<file path="src/rtl/la_pkg.sv">
// Shared types and constants for the capture-FIFO UART drain path.
package la_pkg;

    typedef enum logic [2:0] {
        ST_IDLE,
        ST_REQ,
        ST_WAIT,
        ST_START,
        ST_DATA,
        ST_PARITY,
        ST_STOP
    } state_t;

    localparam int UART_DATA_BITS       = 8;
    localparam int DEFAULT_CLKS_PER_BIT = 87;
    localparam int FRAME_BITS_8N1       = 1 + UART_DATA_BITS + 1;
    localparam int FRAME_BITS_PARITY    = FRAME_BITS_8N1 + 1;

endpackage

</file>
<file path="src/rtl/fifo_uart_tx_baud.sv">
// Bit-period timer: counts 0..CLKS_PER_BIT-1 and pulses bit_done on the last
// cycle of every bit; clear holds it at zero between frames.
module uart_baud_gen
    import la_pkg::*;
#(
    parameter int CLKS_PER_BIT = DEFAULT_CLKS_PER_BIT
) (
    input  logic clk,
    input  logic rst_n,
    input  logic clear,
    output logic bit_done
);

    localparam int CNT_W = (CLKS_PER_BIT > 1) ? $clog2(CLKS_PER_BIT) : 1;
    localparam logic [CNT_W-1:0] LAST = CNT_W'(CLKS_PER_BIT - 1);

    logic [CNT_W-1:0] cnt;

    always_ff @(posedge clk or negedge rst_n) begin
        if (!rst_n) begin
            cnt <= '0;
        end else if (clear || cnt == LAST) begin
            cnt <= '0;
        end else begin
            cnt <= cnt + 1'b1;
        end
    end

    assign bit_done = !clear && (cnt == LAST);

endmodule

</file>
<file path="src/rtl/fifo_uart_tx.sv">
// Drains the capture FIFO one byte at a time and sends each as a UART frame.
// Define FIFO_UART_TX_PARITY_EN to insert an even-parity bit (8E1 framing).
module fifo_uart_tx
    import la_pkg::*;
#(
    parameter int CLKS_PER_BIT = DEFAULT_CLKS_PER_BIT
) (
    input  logic       clk,
    input  logic       rst_n,
    input  logic       enable,
    output logic       fifo_read_en,
    input  logic [7:0] fifo_read_data,
    input  logic       fifo_valid,
    output logic       tx,
    output logic       busy,
    output logic [7:0] sent_count
);

`ifdef FIFO_UART_TX_PARITY_EN
    localparam bit PARITY_EN = 1'b1;
`else
    localparam bit PARITY_EN = 1'b0;
`endif
    localparam int FRAME_BITS = PARITY_EN ? FRAME_BITS_PARITY : FRAME_BITS_8N1;
    localparam int IDX_W      = $clog2(UART_DATA_BITS);
    localparam logic [IDX_W-1:0] LAST_IDX = IDX_W'(UART_DATA_BITS - 1);

    state_t                  state;
    state_t                  state_next;
    logic [FRAME_BITS-1:0]   frame_q;
    logic [FRAME_BITS-1:0]   frame_load;
    logic [IDX_W-1:0]        bit_idx;
    logic                    bit_done;
    logic                    baud_clear;
    logic                    load;
    logic                    shift;
    logic                    frame_done;

`ifdef FIFO_UART_TX_PARITY_EN
    function automatic logic even_parity(input logic [UART_DATA_BITS-1:0] d);
        return ^d;
    endfunction

    assign frame_load = {1'b1, even_parity(fifo_read_data), fifo_read_data, 1'b0};
`else
    assign frame_load = {1'b1, fifo_read_data, 1'b0};
`endif

    uart_baud_gen #(
        .CLKS_PER_BIT(CLKS_PER_BIT)
    ) u_baud (
        .clk      (clk),
        .rst_n    (rst_n),
        .clear    (baud_clear),
        .bit_done (bit_done)
    );

    always_ff @(posedge clk or negedge rst_n) begin
        if (!rst_n) begin
            state <= ST_IDLE;
        end else begin
            state <= state_next;
        end
    end

    // The whole frame (start, data, optional parity, stop) is shifted out LSB first,
    // so the serial pin is just bit 0 while a frame is on the wire.
    always_comb begin
        state_next   = state;
        fifo_read_en = 1'b0;
        busy         = 1'b1;
        tx           = 1'b1;
        baud_clear   = 1'b1;
        load         = 1'b0;
        shift        = 1'b0;
        frame_done   = 1'b0;
        case (state)
            ST_IDLE: begin
                busy = 1'b0;
                if (enable) state_next = ST_REQ;
            end
            ST_REQ: begin
                fifo_read_en = 1'b1;
                state_next   = ST_WAIT;
            end
            ST_WAIT: begin
                if (fifo_valid) begin
                    load       = 1'b1;
                    state_next = ST_START;
                end else begin
                    state_next = ST_IDLE;
                end
            end
            ST_START: begin
                baud_clear = 1'b0;
                tx         = frame_q[0];
                if (bit_done) begin
                    shift      = 1'b1;
                    state_next = ST_DATA;
                end
            end
            ST_DATA: begin
                baud_clear = 1'b0;
                tx         = frame_q[0];
                if (bit_done) begin
                    shift = 1'b1;
                    if (bit_idx == LAST_IDX) begin
                        state_next = PARITY_EN ? ST_PARITY : ST_STOP;
                    end
                end
            end
            ST_PARITY: begin
                baud_clear = 1'b0;
                tx         = frame_q[0];
                if (bit_done) begin
                    shift      = 1'b1;
                    state_next = ST_STOP;
                end
            end
            ST_STOP: begin
                baud_clear = 1'b0;
                tx         = frame_q[0];
                if (bit_done) begin
                    frame_done = 1'b1;
                    state_next = enable ? ST_REQ : ST_IDLE;
                end
            end
            default: begin
                state_next = ST_IDLE;
            end
        endcase
    end

    always_ff @(posedge clk or negedge rst_n) begin
        if (!rst_n) begin
            bit_idx <= '0;
        end else if (load) begin
            bit_idx <= '0;
        end else if (state == ST_DATA && bit_done) begin
            bit_idx <= bit_idx + 1'b1;
        end
    end

    // Datapath only: contents are don't-care until loaded from the FIFO.
    always_ff @(posedge clk) begin
        if (load) begin
            frame_q <= frame_load;
        end else if (shift) begin
            frame_q <= {1'b1, frame_q[FRAME_BITS-1:1]};
        end
    end

    always_ff @(posedge clk or negedge rst_n) begin
        if (!rst_n) begin
            sent_count <= '0;
        end else if (frame_done) begin
            sent_count <= sent_count + 8'd1;
        end
    end

endmodule

</file>
<file path="config.mk">
export PLATFORM = sky130hd
export DESIGN_NAME = fifo_uart_tx
export DESIGN_NICKNAME = d
export VERILOG_FILES = /design/src/rtl/la_pkg.sv /design/src/rtl/fifo_uart_tx_baud.sv /design/src/rtl/fifo_uart_tx.sv
export SDC_FILE = /design/constraint.sdc
export NUM_CORES = 1
export LEC_CHECK = 0
export CELL_PAD_IN_SITES_DETAIL_PLACEMENT = 2
export CELL_PAD_IN_SITES_GLOBAL_PLACEMENT = 2
export CORE_MARGIN = 2
export CORE_UTILIZATION = 31
export CTS_CLUSTER_SIZE = 10
export DETAILED_ROUTE_END_ITERATION = 7
export MAX_ROUTING_LAYER = met4
export PLACE_DENSITY = 0.83
export SLEW_MARGIN = 10
export SYNTH_ARGS = -nofsm -noshare
export SYNTH_HDL_FRONTEND = slang
export SYNTH_SLANG_ARGS = --single-unit
</file>
<file path="constraint.sdc">
create_clock -name clk -period 1.9 [get_ports clk]
set_input_delay 0.475 -clock clk [delete_from_list [all_inputs] [get_ports clk]]
set_output_delay 0.475 -clock clk [all_outputs]
set_load 0.005 [all_outputs]
</file>
After elaboration in Yosys (flattened, before gate mapping)
Index checks and enable logic that the tools add are counted.

storage, ports and cells
  input port bits = 12
  bits in registers = 30
  output and inout port bits = 11

operators by class
  reductions and logical operators = 9
  equality and inequality tests = 14
  $add $sub $neg = 3
  mux-type cells = 23

operators by type and width
  operator               count
  $mux W3                8
  $pmux W3 S7            1
  $mux W9                2
  $eq A3 B3 Y1 const B   4
  $ne A2 B2 Y1 const B   6
  $mux W1                10
  $add A8 B1 Y8 const B  1
  $add A7 B1 Y7 const B  1
  $eq A7 B7 Y1 const B   1
  $mux W7                1
  $eq A3 B2 Y1 const B   2
  $reduce_and A6 Y1      1
  $reduce_bool A2 Y1     2
  $reduce_or A4 Y1       1
  $add A3 B1 Y3 const B  1
  $eq A3 B1 Y1 const B   1
  $logic_not A3 Y1       1
  $reduce_or A3 Y1       1
  $logic_and A1 B1 Y1    2
  $mux W2                1
  $logic_or A1 B1 Y1     1

Logic depth before layout (Yosys ltp)
Gate-level depths: netlist (run 1).

  depth after elaboration = 7
  depth in mapped cells = 7

Hierarchy
From an unflattened synthesis (run 1), not the netlist that was laid out.

second synthesis, totals
  cell total of the unflattened synthesis = 128
  area, all modules = 1481.4 um2

modules (own cells, without submodules)
  module         area an instance (um2)  times used  cells an instance
  fifo_uart_tx   1136.1                  1           93
  uart_baud_gen  345.3                   1           35

Least setup slack after synthesis (run 1)
No wires, ideal clock.

  path type = reg-to-reg
  from = register bit_idx[0]
  to = register state[0]
  buffers on the path = 0
  period minus slack after synthesis = 1.959 ns
  slack = -0.059 ns
  arrival = 1.834 ns
  stages on the path, launching flop included = 7
  cell sequence = dfrtp_1 > ha_1 > ha_1 > o21ai_0 > a211oi_2 > or4_4 > mux2_4

between the ends
  word-level cells in the longest chain between the ends = 3

RTL lines
  what                                line                 text
  from (decl)                         fifo_uart_tx.sv:32   logic [IDX_W-1:0] bit_idx;
  from (signal assigned)              fifo_uart_tx.sv:140  bit_idx <= bit_idx + 1'b1;
  $eq A3 B3 Y1                        fifo_uart_tx.sv:107  if (bit_idx == LAST_IDX) begin
  $ne A2 B2 Y1 (no source line)       -
  $reduce_and A6 Y1 (no source line)  -
  to (signal assigned)                fifo_uart_tx.sv:62   state <= state_next;
  to (decl)                           fifo_uart_tx.sv:28   state_t state;

No other way between the ends.
A chain may end at the register's enable or synchronous reset.

Worst setup path after layout (run 1)
  from = register bit_idx[1]
  to = register state[0]

The elaborated chain is that of the path after synthesis.

==> results_dict.tcl, run 1 <==
set metrics [dict create \
    p_clk_share_pct 25.3 \
    rsz0062_at_grt "yes" \
    yosys.area_share.simple_pct 19.6 \
    cp.required_ns 2.07 \
    synth.area.mux_share_pct 4.72 \
    startpoint_type "flop" \
    yosysMostFrequentCell "dfrtp_1" \
    first_iter_violations 37 \
    htreeDepth 2 \
    finalNonFillerCells 245 \
    antenna_found_initial 0 \
    p_total_mw 2.01 \
    syn_nets 150 \
    status "finished, final reports clean" \
    placedCellCount 229 \
    async_reset_ff_share_pct 70.0 \
    num-fill-cells 482 \
    synth.distinct_cells 38 \
    io_buffer_count 22 \
    fin_skew_ns 0.0112 \
    drc 0 \
    numClockSinks 30 \
    ctsHoldBuffers 0 \
    r2r-start "bit_idx[1]$_DFFE_PN0P_" \
    switchingPower_mw 0.651 \
    max_freq_ghz 0.529 \
    cts_tree "built" \
    dieArea_mm2 0.00545 \
    worstPathArrival_ns 2.06 \
    area_delta_synth_final_pct 36.5 \
    finalCritPeriodShare_pct 99.5 \
    synthTopCellsByArea "dfrtp_1 35%, edfxtp_1 16%, xnor2_1 5.2%, ha_1 4.1%, a22o_1 4.1%" \
    synth_compound_area_share_pct 8.95 \
    p_comb_share_pct 35.3 \
    critPathMaxStageDelay_ns 0.50 \
    grt_max_degree 22 \
    fin_util_pct 43.7 \
    core-area_mm2 0.00472 \
    drive_gt1_share_pct 27.5 \
    peakVddDrop_v 0.000310 \
    drtAntennaViolNets 0 \
    path_cells "ha_2 -> ha_4 -> o21ai_2 -> a211oi_2 -> or4_4 -> mux2_4" \
    place_congestion 0.789 \
    crit_fanout 2 \
    die_y_um 73.8 \
    root_buffer "clkbuf_8" \
    end_kind "flop" \
    maxSlewHeadroom_pct 61.3 \
    track_usage_pct 19.8 \
    power_density_mw_per_mm2 976 \
    antennaDiodeCount 0 \
    synth_edf_count 8 \
    grt_pass1_vias 1444 \
    vias 1199 \
    synth-main-ff-cell "dfrtp_1" \
    placementRows 25 \
    wl_per_cell_um 18.5 \
    io_pins 23 \
    p_int_mw 1.36 \
    netlist_instances 133 \
    power.share.sequential_pct 39.4 \
    synth-seq-cells 30 \
    hold_class "reg2reg" \
    post-place-ws_ns -0.0756 \
    grt_pass1_wl_um 7580 \
    slew_viol_final 0 \
    numCtsBuffers 5 \
    vias_per_cell 4.89 \
    ys_top_cells_by_count "21 x dfrtp_1, 15 x nor2_1, 10 x nand2_1, 9 x xnor2_1, 8 x edfxtp_1" \
    routed_wl_um 4520 \
    worst_hold_path.num_cells 2 \
    synth_xor_area_share_pct 7.54 \
    clk_path_buf_depth 2 \
    clkTransAtPathRegs_ns 0.07 \
    hold_ws_ns 0.480 \
    die_w_um 73.8 \
    crit_start "bit_idx[1]$_DFFE_PN0P_" \
    synth_area_mm2 0.00151 \
    firstDrtPassIters 4 \
    critPathKind "reg2reg" \
    setup_slack_ns 0.00930 \
    avgSynthCellArea_um2 11.4 \
    yosysWarnings 0 \
    p_leak_nw 0.924 \
    insertion_delay_ns 0.29 \
    p_sw_share_pct 32.3 \
    worst_pin_slew_ns 0.576 \
    hpwl_um 3050 \
    nets 194 \
    hp-start "frame_q[0]$_SDFFE_PP0N_" \
    synth_top_family_by_area "simple AND/OR/NAND/NOR gates" \
    setup_violations 0 \
    start_util_pct 32.0 \
    cap_violations 0 \
    grt-ovfl-total 0 \
    crit_slowest_cell "or4_4" \
    synth_top_cell_area_share_pct 34.8 \
    synth_area_leader_cell "dfrtp_1" \
    yosysSeqAreaShare_pct 52.0 \
    rr_worst_depth 6 \
    layout_min_cycle_time_ns 1.89 \
    hold_violations 0 \
    synth-adder-area-share_pct 4.14 \
]
==> logic make-up after synthesis <==
family,after synthesis
xor+xnor,13
buf+inv,10
flops,30
compound gates,18
simple gates,51
mux,6
fa+ha+maj,5
==> power by group through the flow <==
| stage | combinational [mW] | clock [mW] | sequential (mW) |
|---|---|---|---|
| floorplan | 0.351 | 0 | 0.789 |
| detailed placement | 0.578 | 0 | 0.821 |
| global route | 0.774 | 0.557 | 0.804 |
| CTS | 0.703 | 0.526 | 0.792 |
| finish | 0.711 | 0.508 | 0.794 |
| global placement | 0.531 | 0 | 0.811 |
==> metrics by stage <==
stage	setup TNS, ns	area (um2)
2_1_floorplan	0	1510
3_3_place_gp	-0.0141	1880
3_5_place_dp	-0.147	1880
4_1_cts	-0.0139	2050
5_1_grt	-0.0708	2060
6_report	0	2060
==> metal layers <==
layer  GRT usage, %  routed length (um)
met1           22.0                1840
met2           35.1                2470
met3           3.70                 132
met4           7.07                  86
met5              -                   0
==> repair_timing <==
action,in CTS,in global routing
setup endpoints to repair,5,15
resized for setup,15,3
pin swaps,2,1
buffers inserted,7,1
==> path summary, 6_finish.rpt <==
kind	endpoint	slack [ns]
max reg2reg	state[0]$_DFFE_PN0P_	0.009
max	state[0]$_DFFE_PN0P_	0.009
max in group asynchronous	state[2]$_DFFE_PN0P_	1.09
min reg2reg	frame_q[0]$_SDFFE_PP0N_	0.48
min	frame_q[0]$_SDFFE_PP0N_	0.48
min in group asynchronous	bit_idx[1]$_DFFE_PN0P_	0.55
==> layout by cell type (no fill, tap or decap), types with 5 or more instances in the layout <==
| cell type | synthesis | layout |
|---|---|---|
| buf_4 | 1 | 20 |
| clkdlybuf4s50_1 | 0 | 19 |
| dfrtp_1 | 21 | 18 |
| nor2_1 | 15 | 14 |
| nand2_1 | 10 | 9 |
| xnor2_1 | 9 | 8 |
| edfxtp_1 | 8 | 8 |
| a22o_1 | 7 | 7 |
| nand3_1 | 6 | 6 |
| clkbuf_8 | 0 | 5 |
==> area by class of cell <==
class                           count  area [um2]  share of cell area, %
Clock inverter                      2        10.0                  0.485
Multi-Input combinational cell     93         723                   35.1
Timing Repair Buffer               42         363                   17.6
Sequential cell                    30         790                   38.3
Clock buffer                        6        72.6                   3.52
Inverter                            5        20.0                  0.971
Tap cell                           67        83.8                   4.07
==> state kept, by name (all words and copies together), names as in the netlist <==
name,count
bit_idx,3
frame_q,9
sent_count,8
state,3
u_baud.cnt,7
==> critical path, delay by kind of cell, from the launching register on <==
| kind | cells | cell delay (ns) |
|---|---|---|
| flip-flops | 1 | 0.40 |
| AO/OA/AOI/OAI | 2 | 0.21 |
| adder cells (fa/ha/maj) | 2 | 0.35 |
| AND/OR/NAND/NOR | 1 | 0.50 |
| multiplexers | 1 | 0.31 |
(Power assumes the default switching activity.)
==> run 2: changes to the inputs <==
--- a/config.mk
+++ b/config.mk
@@ -5,15 +5,15 @@
 export SDC_FILE = /design/constraint.sdc
 export NUM_CORES = 1
 export LEC_CHECK = 0
+export ABC_AREA = 1
 export CELL_PAD_IN_SITES_DETAIL_PLACEMENT = 2
 export CELL_PAD_IN_SITES_GLOBAL_PLACEMENT = 2
 export CORE_MARGIN = 2
-export CORE_UTILIZATION = 31
+export CORE_UTILIZATION = 28
 export CTS_CLUSTER_SIZE = 10
 export DETAILED_ROUTE_END_ITERATION = 7
 export MAX_ROUTING_LAYER = met4
-export PLACE_DENSITY = 0.83
-export SLEW_MARGIN = 10
+export PLACE_DENSITY = 0.82
 export SYNTH_ARGS = -nofsm -noshare
 export SYNTH_HDL_FRONTEND = slang
 export SYNTH_SLANG_ARGS = --single-unit
==> results_dict.tcl, run 2 <==
set metrics [dict create \
    status "finished, final reports clean" \
    clkTransAtPathRegs_ns 0.06 \
    area_delta_synth_final_pct 37.6 \
    hold_violations 0 \
    clk_path_buf_depth 2 \
    place_congestion 0.761 \
    placementRows 27 \
    worstPathArrival_ns 1.34 \
    r2r-start "state[0]$_DFFE_PN0P_" \
    antenna_found_initial 0 \
    mostFrequentLayoutCells "48 x nand2_1, 24 x inv_1, 19 x clkdlybuf4s50_1" \
    antennaDiodeCount 0 \
    yosysSeqAreaShare_pct 50.6 \
    synthTopCellsByArea "dfrtp_1 34%, edfxtp_1 15%, nand2_1 13%, inv_1 6.5%, nand3_1 4.8%" \
    root_buffer "clkbuf_8" \
    yosysMostFrequentCell "nand2_1" \
    setup_violations 0 \
    p_total_mw 2.37 \
    worst_hold_path.num_cells 2 \
    rr_worst_depth 11 \
    drive_gt1_share_pct 21.0 \
    avgSynthCellArea_um2 8.44 \
    hpwl_um 3130 \
    synth.distinct_cells 28 \
    htreeDepth 2 \
    crit_start "state[0]$_DFFE_PN0P_" \
    hold_class "reg2reg" \
    core-area_mm2 0.00544 \
    max_freq_ghz 0.550 \
    wl_per_cell_um 13.8 \
    io_buffer_count 22 \
    largest_register_ffs 9 \
    ctsHoldBuffers 0 \
    start_util_pct 28.5 \
    routed_wl_um 4170 \
    numCtsBuffers 5 \
    numClockSinks 30 \
    crit_fanout 5 \
    cts_tree "built" \
    final_common_cell "nand2_1" \
    synth_top_cell_area_share_pct 33.8 \
    placedCellCount 285 \
    die_y_um 78.5 \
    drc 0 \
    startpoint_type "flop" \
    fin_util_pct 39.3 \
    finalCritPeriodShare_pct 95.6 \
    r2r_end "frame_q[5]$_DFFE_PP_" \
    async_reset_ff_share_pct 70.0 \
    place_area_mm2 0.00192 \
    layout_min_cycle_time_ns 1.82 \
    vias_per_cell 4.61 \
    insertion_delay_ns 0.27 \
    track_usage_pct 14.7 \
    cp.required_ns 1.42 \
    worst_pin_slew_ns 0.309 \
    synth-main-ff-cell "dfrtp_1" \
    hp-start "frame_q[0]$_SDFFE_PP0N_" \
    grt_pass1_vias 1488 \
    regMostFlops "frame_q" \
    critPathKind "reg2out" \
    hold_ws_ns 0.481 \
    yosysWarnings 0 \
    synth_area_leader_cell "dfrtp_1" \
    grt_max_degree 22 \
    ys_top_cells_by_count "52 x nand2_1, 27 x inv_1, 21 x dfrtp_1, 15 x nand3_1, 12 x nor2_1" \
    syn_nets 201 \
    firstDrtPassIters 3 \
    p_leak_nw 1.05 \
    cap_violations 0 \
    first_iter_violations 36 \
    io_pins 23 \
    drtAntennaViolNets 0 \
    grt-ovfl-total 0 \
    die_w_um 78.5 \
    r2r_slack_ns 0.15 \
    nets 246 \
    fin_skew_ns 0.00537 \
    dieArea_mm2 0.00616 \
    netlist_instances 184 \
    finalNonFillerCells 301 \
    synth_area_mm2 0.00155 \
    min_delay_worst_endpoint "frame_q[0]$_SDFFE_PP0N_" \
    fin_area_mm2 0.00214 \
    synth-seq-cells 30 \
    end_kind "output port" \
    power_density_mw_per_mm2 1110 \
    maxSlewHeadroom_pct 79.4 \
    slew_viol_final 0 \
    vias 1388 \
    peakVddDrop_v 0.000296 \
    synth_edf_count 8 \
    biggestRegsByFlops "frame_q x9, sent_count x8, u_baud.cnt x7" \
    grt_pass1_wl_um 6910 \
]
run 2: through the flow:
step | setup WS (ns) | setup TNS [ns]
2_1_floorplan | 0.116 | 0
3_3_place_gp | 0.0985 | 0
3_5_place_dp | 0.0201 | 0
4_1_cts | -0.0619 | -0.0790
5_1_grt | -0.00397 | -0.00397
6_report | 0.0832 | 0
run 2: cells by family (layout without fill, tap and decap cells):
kind of cell	count (synthesis)	count (layout)	synth area share, %
adders and majority gates	5	5	4.03
AOI/OAI and AO/OA	17	17	5.96
and+or+nand+nor	96	96	28.4
DFF	30	30	50.6
buffers and inverters	29	74	7.09
xor gates and xnor gates	7	7	3.95
run 2: timing repair:
action / in CTS / in global routing
resized for setup: 11 / 18
endpoints found under the setup margin: 3 / 23
gates cloned: 0 / 1
setup buffers: 5 / 4
pin swaps: 2 / 5
run 2: critical path, stage by stage (launching register included):
cell           delay [ns]
dfrtp_2              0.46
nor2_4               0.13
buf_4                0.13
nand2_2              0.07
dlygate4sd2_1        0.27
run 2: cell type report:
| class | count | area (um2) |
|---|---|---|
| Fill cell | 611 | 3300 |
| Sequential cell | 30 | 790 |
| Multi-Input combinational cell | 125 | 709 |
| Timing Repair Buffer | 39 | 357 |
| Inverter | 28 | 105 |
| Tap cell | 72 | 90.1 |
| Clock buffer | 7 | 86.3 |
run 2: worst max path at each step:
| stage | to | depth (start not counted) | slack (ns) |
|---|---|---|---|
| 6_report | busy | 4 | 0.08 |
| 5_1_grt | tx | 7 | -0.004 |
| 4_1_cts | fifo_read_en | 2 | -0.06 |
| 3_5_place_dp | tx | 7 | 0.02 |
| 3_3_place_gp | tx | 5 | 0.1 |
| 2_1_floorplan | frame_q[1]$_DFFE_PP_ | 6 | 0.12 |
run 2: layer usage:
metal | wire length (um) | vias to the layer above | track usage (%)
li1 | - | 676 | -
met1 | 1930 | 689 | 18.0
met2 | 2100 | 18 | 24.7
met3 | 108 | 5 | 3.33
met4 | 35 | 0 | 3.68
met5 | 0 | - | -
run 2: where the power goes:
part,leakage (nW),internal (mW),switching (mW),total (mW)
logic,0.640,0.439,0.544,0.984
clock network,0.0443,0.287,0.218,0.505
registers,0.363,0.774,0.104,0.878
==> run 3: changes to the inputs <==
--- a/config.mk
+++ b/config.mk
@@ -14,6 +14,7 @@
 export DETAILED_ROUTE_END_ITERATION = 7
 export MAX_ROUTING_LAYER = met4
 export PLACE_DENSITY = 0.82
+export REMOVE_ABC_BUFFERS = 1
 export SYNTH_ARGS = -nofsm -noshare
 export SYNTH_HDL_FRONTEND = slang
 export SYNTH_SLANG_ARGS = --single-unit
==> results_dict.tcl, run 3 (synthesized netlist as in run 2, its figures left out) <==
set metrics [dict create \
    maxSlewHeadroom_pct 78.0 \
    area_delta_synth_final_pct 38.1 \
    largest_register_ffs 9 \
    ctsHoldBuffers 0 \
    grt_max_degree 22 \
    slew_viol_final 0 \
    grt_pass1_wl_um 7570 \
    insertion_delay_ns 0.28 \
    end_kind "output port" \
    drive_gt1_share_pct 17.7 \
    antennaDiodeCount 0 \
    status "finished, final reports clean" \
    cpMostUsedCell "nand2_1" \
    place_area_mm2 0.00195 \
    worst_pin_slew_ns 0.329 \
    peakVddDrop_v 0.000590 \
    r2r-start "u_baud.cnt[0]$_DFF_PN0_" \
    fin_skew_ns 0.00527 \
    placementRows 27 \
    biggestRegsByFlops "frame_q x9, sent_count x8, u_baud.cnt x7" \
    crit_slowest_cell "dfrtp_1" \
    drtAntennaViolNets 0 \
    r2r_end "sent_count[6]$_DFFE_PN0P_" \
    firstDrtPassIters 4 \
    hold_class "reg2reg" \
    vias_per_cell 4.65 \
    crit_family "flip-flops" \
    num-fill-cells 638 \
    setup_violations 0 \
    hpwl_um 3200 \
    clk_path_buf_depth 2 \
    finalCritPeriodShare_pct 96.2 \
    numCtsBuffers 5 \
    numClockSinks 30 \
    crit_buf_inv 4 \
    final_common_cell "nand2_1" \
    core-area_mm2 0.00544 \
    mostFrequentLayoutCells "51 x nand2_1, 25 x inv_1, 19 x dfrtp_1, 19 x clkdlybuf4s50_1, 17 x buf_4" \
    rr_worst_depth 9 \
    crit_start "state[1]$_DFFE_PN0P_" \
    grt-ovfl-total 0 \
    fin_area_mm2 0.00214 \
    cp.required_ns 1.42 \
    root_buffer "clkbuf_8" \
    io_buffer_count 22 \
    worst-path-stages 8 \
    nets 247 \
    cap_violations 0 \
    startpoint_type "flop" \
    grt_pass1_vias 1612 \
    routed_wl_um 4390 \
    critPathKind "reg2out" \
    endpoint "tx" \
    hold_violations 0 \
    crit_fanout 3 \
    layout_min_cycle_time_ns 1.83 \
    start_util_pct 28.5 \
    io_pins 23 \
    cts_tree "built" \
    die_w_um 78.5 \
    htreeDepth 2 \
    critPathMaxStageDelay_ns 0.40 \
    regMostFlops "frame_q" \
    dieArea_mm2 0.00616 \
    antenna_found_initial 0 \
    first_iter_violations 20 \
    r2r_slack_ns 0.17 \
    fin_setup_tns_ns 0 \
    hp-start "bit_idx[0]$_DFFE_PN0P_" \
    track_usage_pct 16.2 \
    worstPathArrival_ns 1.35 \
    place_congestion 0.833 \
    power_density_mw_per_mm2 1200 \
    wl_per_cell_um 14.5 \
    max_freq_ghz 0.547 \
    vias 1409 \
    drc 0 \
    clkTransAtPathRegs_ns 0.07 \
    p_leak_nw 1.05 \
    hold_ws_ns 0.493 \
    path_cells "buf_4 -> inv_2 -> nand3_1 -> nand2_1 -> inv_1 -> nand2_1 -> nand2_1 -> clkbuf_2" \
    die_y_um 78.5 \
]
-- run 3: report_power, final --
| group | internal, mW | switching [mW] | total [mW] |
|---|---|---|---|
| clock | 0.519 | 0.257 | 0.777 |
| combinational | 0.418 | 0.540 | 0.958 |
| sequential | 0.771 | 0.0776 | 0.849 |
| total | 1.71 | 0.875 | 2.58 |
-- run 3: worst min path at each step --
stage	to	slack, ns	cells after the start
global placement	frame_q[0]$_SDFFE_PP0N_	0.47	2
floorplan	bit_idx[0]$_DFFE_PN0P_	0.18	0
global route	bit_idx[0]$_DFFE_PN0P_	0.53	1
CTS	bit_idx[0]$_DFFE_PN0P_	0.49	1
detailed placement	bit_idx[0]$_DFFE_PN0P_	0.48	1
finish	bit_idx[0]$_DFFE_PN0P_	0.49	1
-- run 3: layout make-up --
cell class                 count  area (um2)  area share [%]
inverter                      28         105            4.90
multi-input combinational    125         667            31.1
timing repair buffer          40         362            16.9
tap                           72        90.1            4.20
clock inverter                 3        63.8            2.98
sequential                    30         788            36.8
clock buffer                   5        68.8            3.21
-- run 3: timing repair --
item,CTS,global route
endpoints found under the hold margin,0,0
pin swaps,1,1
gates resized for setup,8,5
endpoints found under the setup margin,3,1
setup buffers,6,1
gates cloned,0,0
-- run 3: worst register-to-register path, cell delays in order, from the launching register on --
cell and delay, ns:
dfrtp_1 0.38, inv_1 0.07, ha_1 0.15, nand2_1 0.08, nor3_4 0.34, buf_4 0.20
nand2_4 0.07, nor2_2 0.13, nand2_1 0.08, xnor2_1 0.12
-- run 3: through the flow --
| step | power [mW] | utilization, % | std cells | worst slack [ns] |
|---|---|---|---|---|
| finish | 2.58 | 39.4 | 303 | 0.0725 |
| global route | 2.75 | 39.4 | 303 | -0.0186 |
| CTS | 2.56 | 39.2 | 302 | -0.0650 |
| detailed placement | 1.71 | 35.9 | 288 | 0.0197 |
| global placement | 1.66 | 35.9 | 288 | 0.0853 |
| floorplan | 1.29 | - | 183 | 0.116 |
-- run 3: routing by layer --
| metal | track usage [%] | share of wire (%) |
|---|---|---|
| met1 | 17.8 | 42 |
| met2 | 29.7 | 54 |
| met3 | 2.87 | 2.8 |
| met4 | 4.74 | 0.80 |
| met5 | - | 0 |
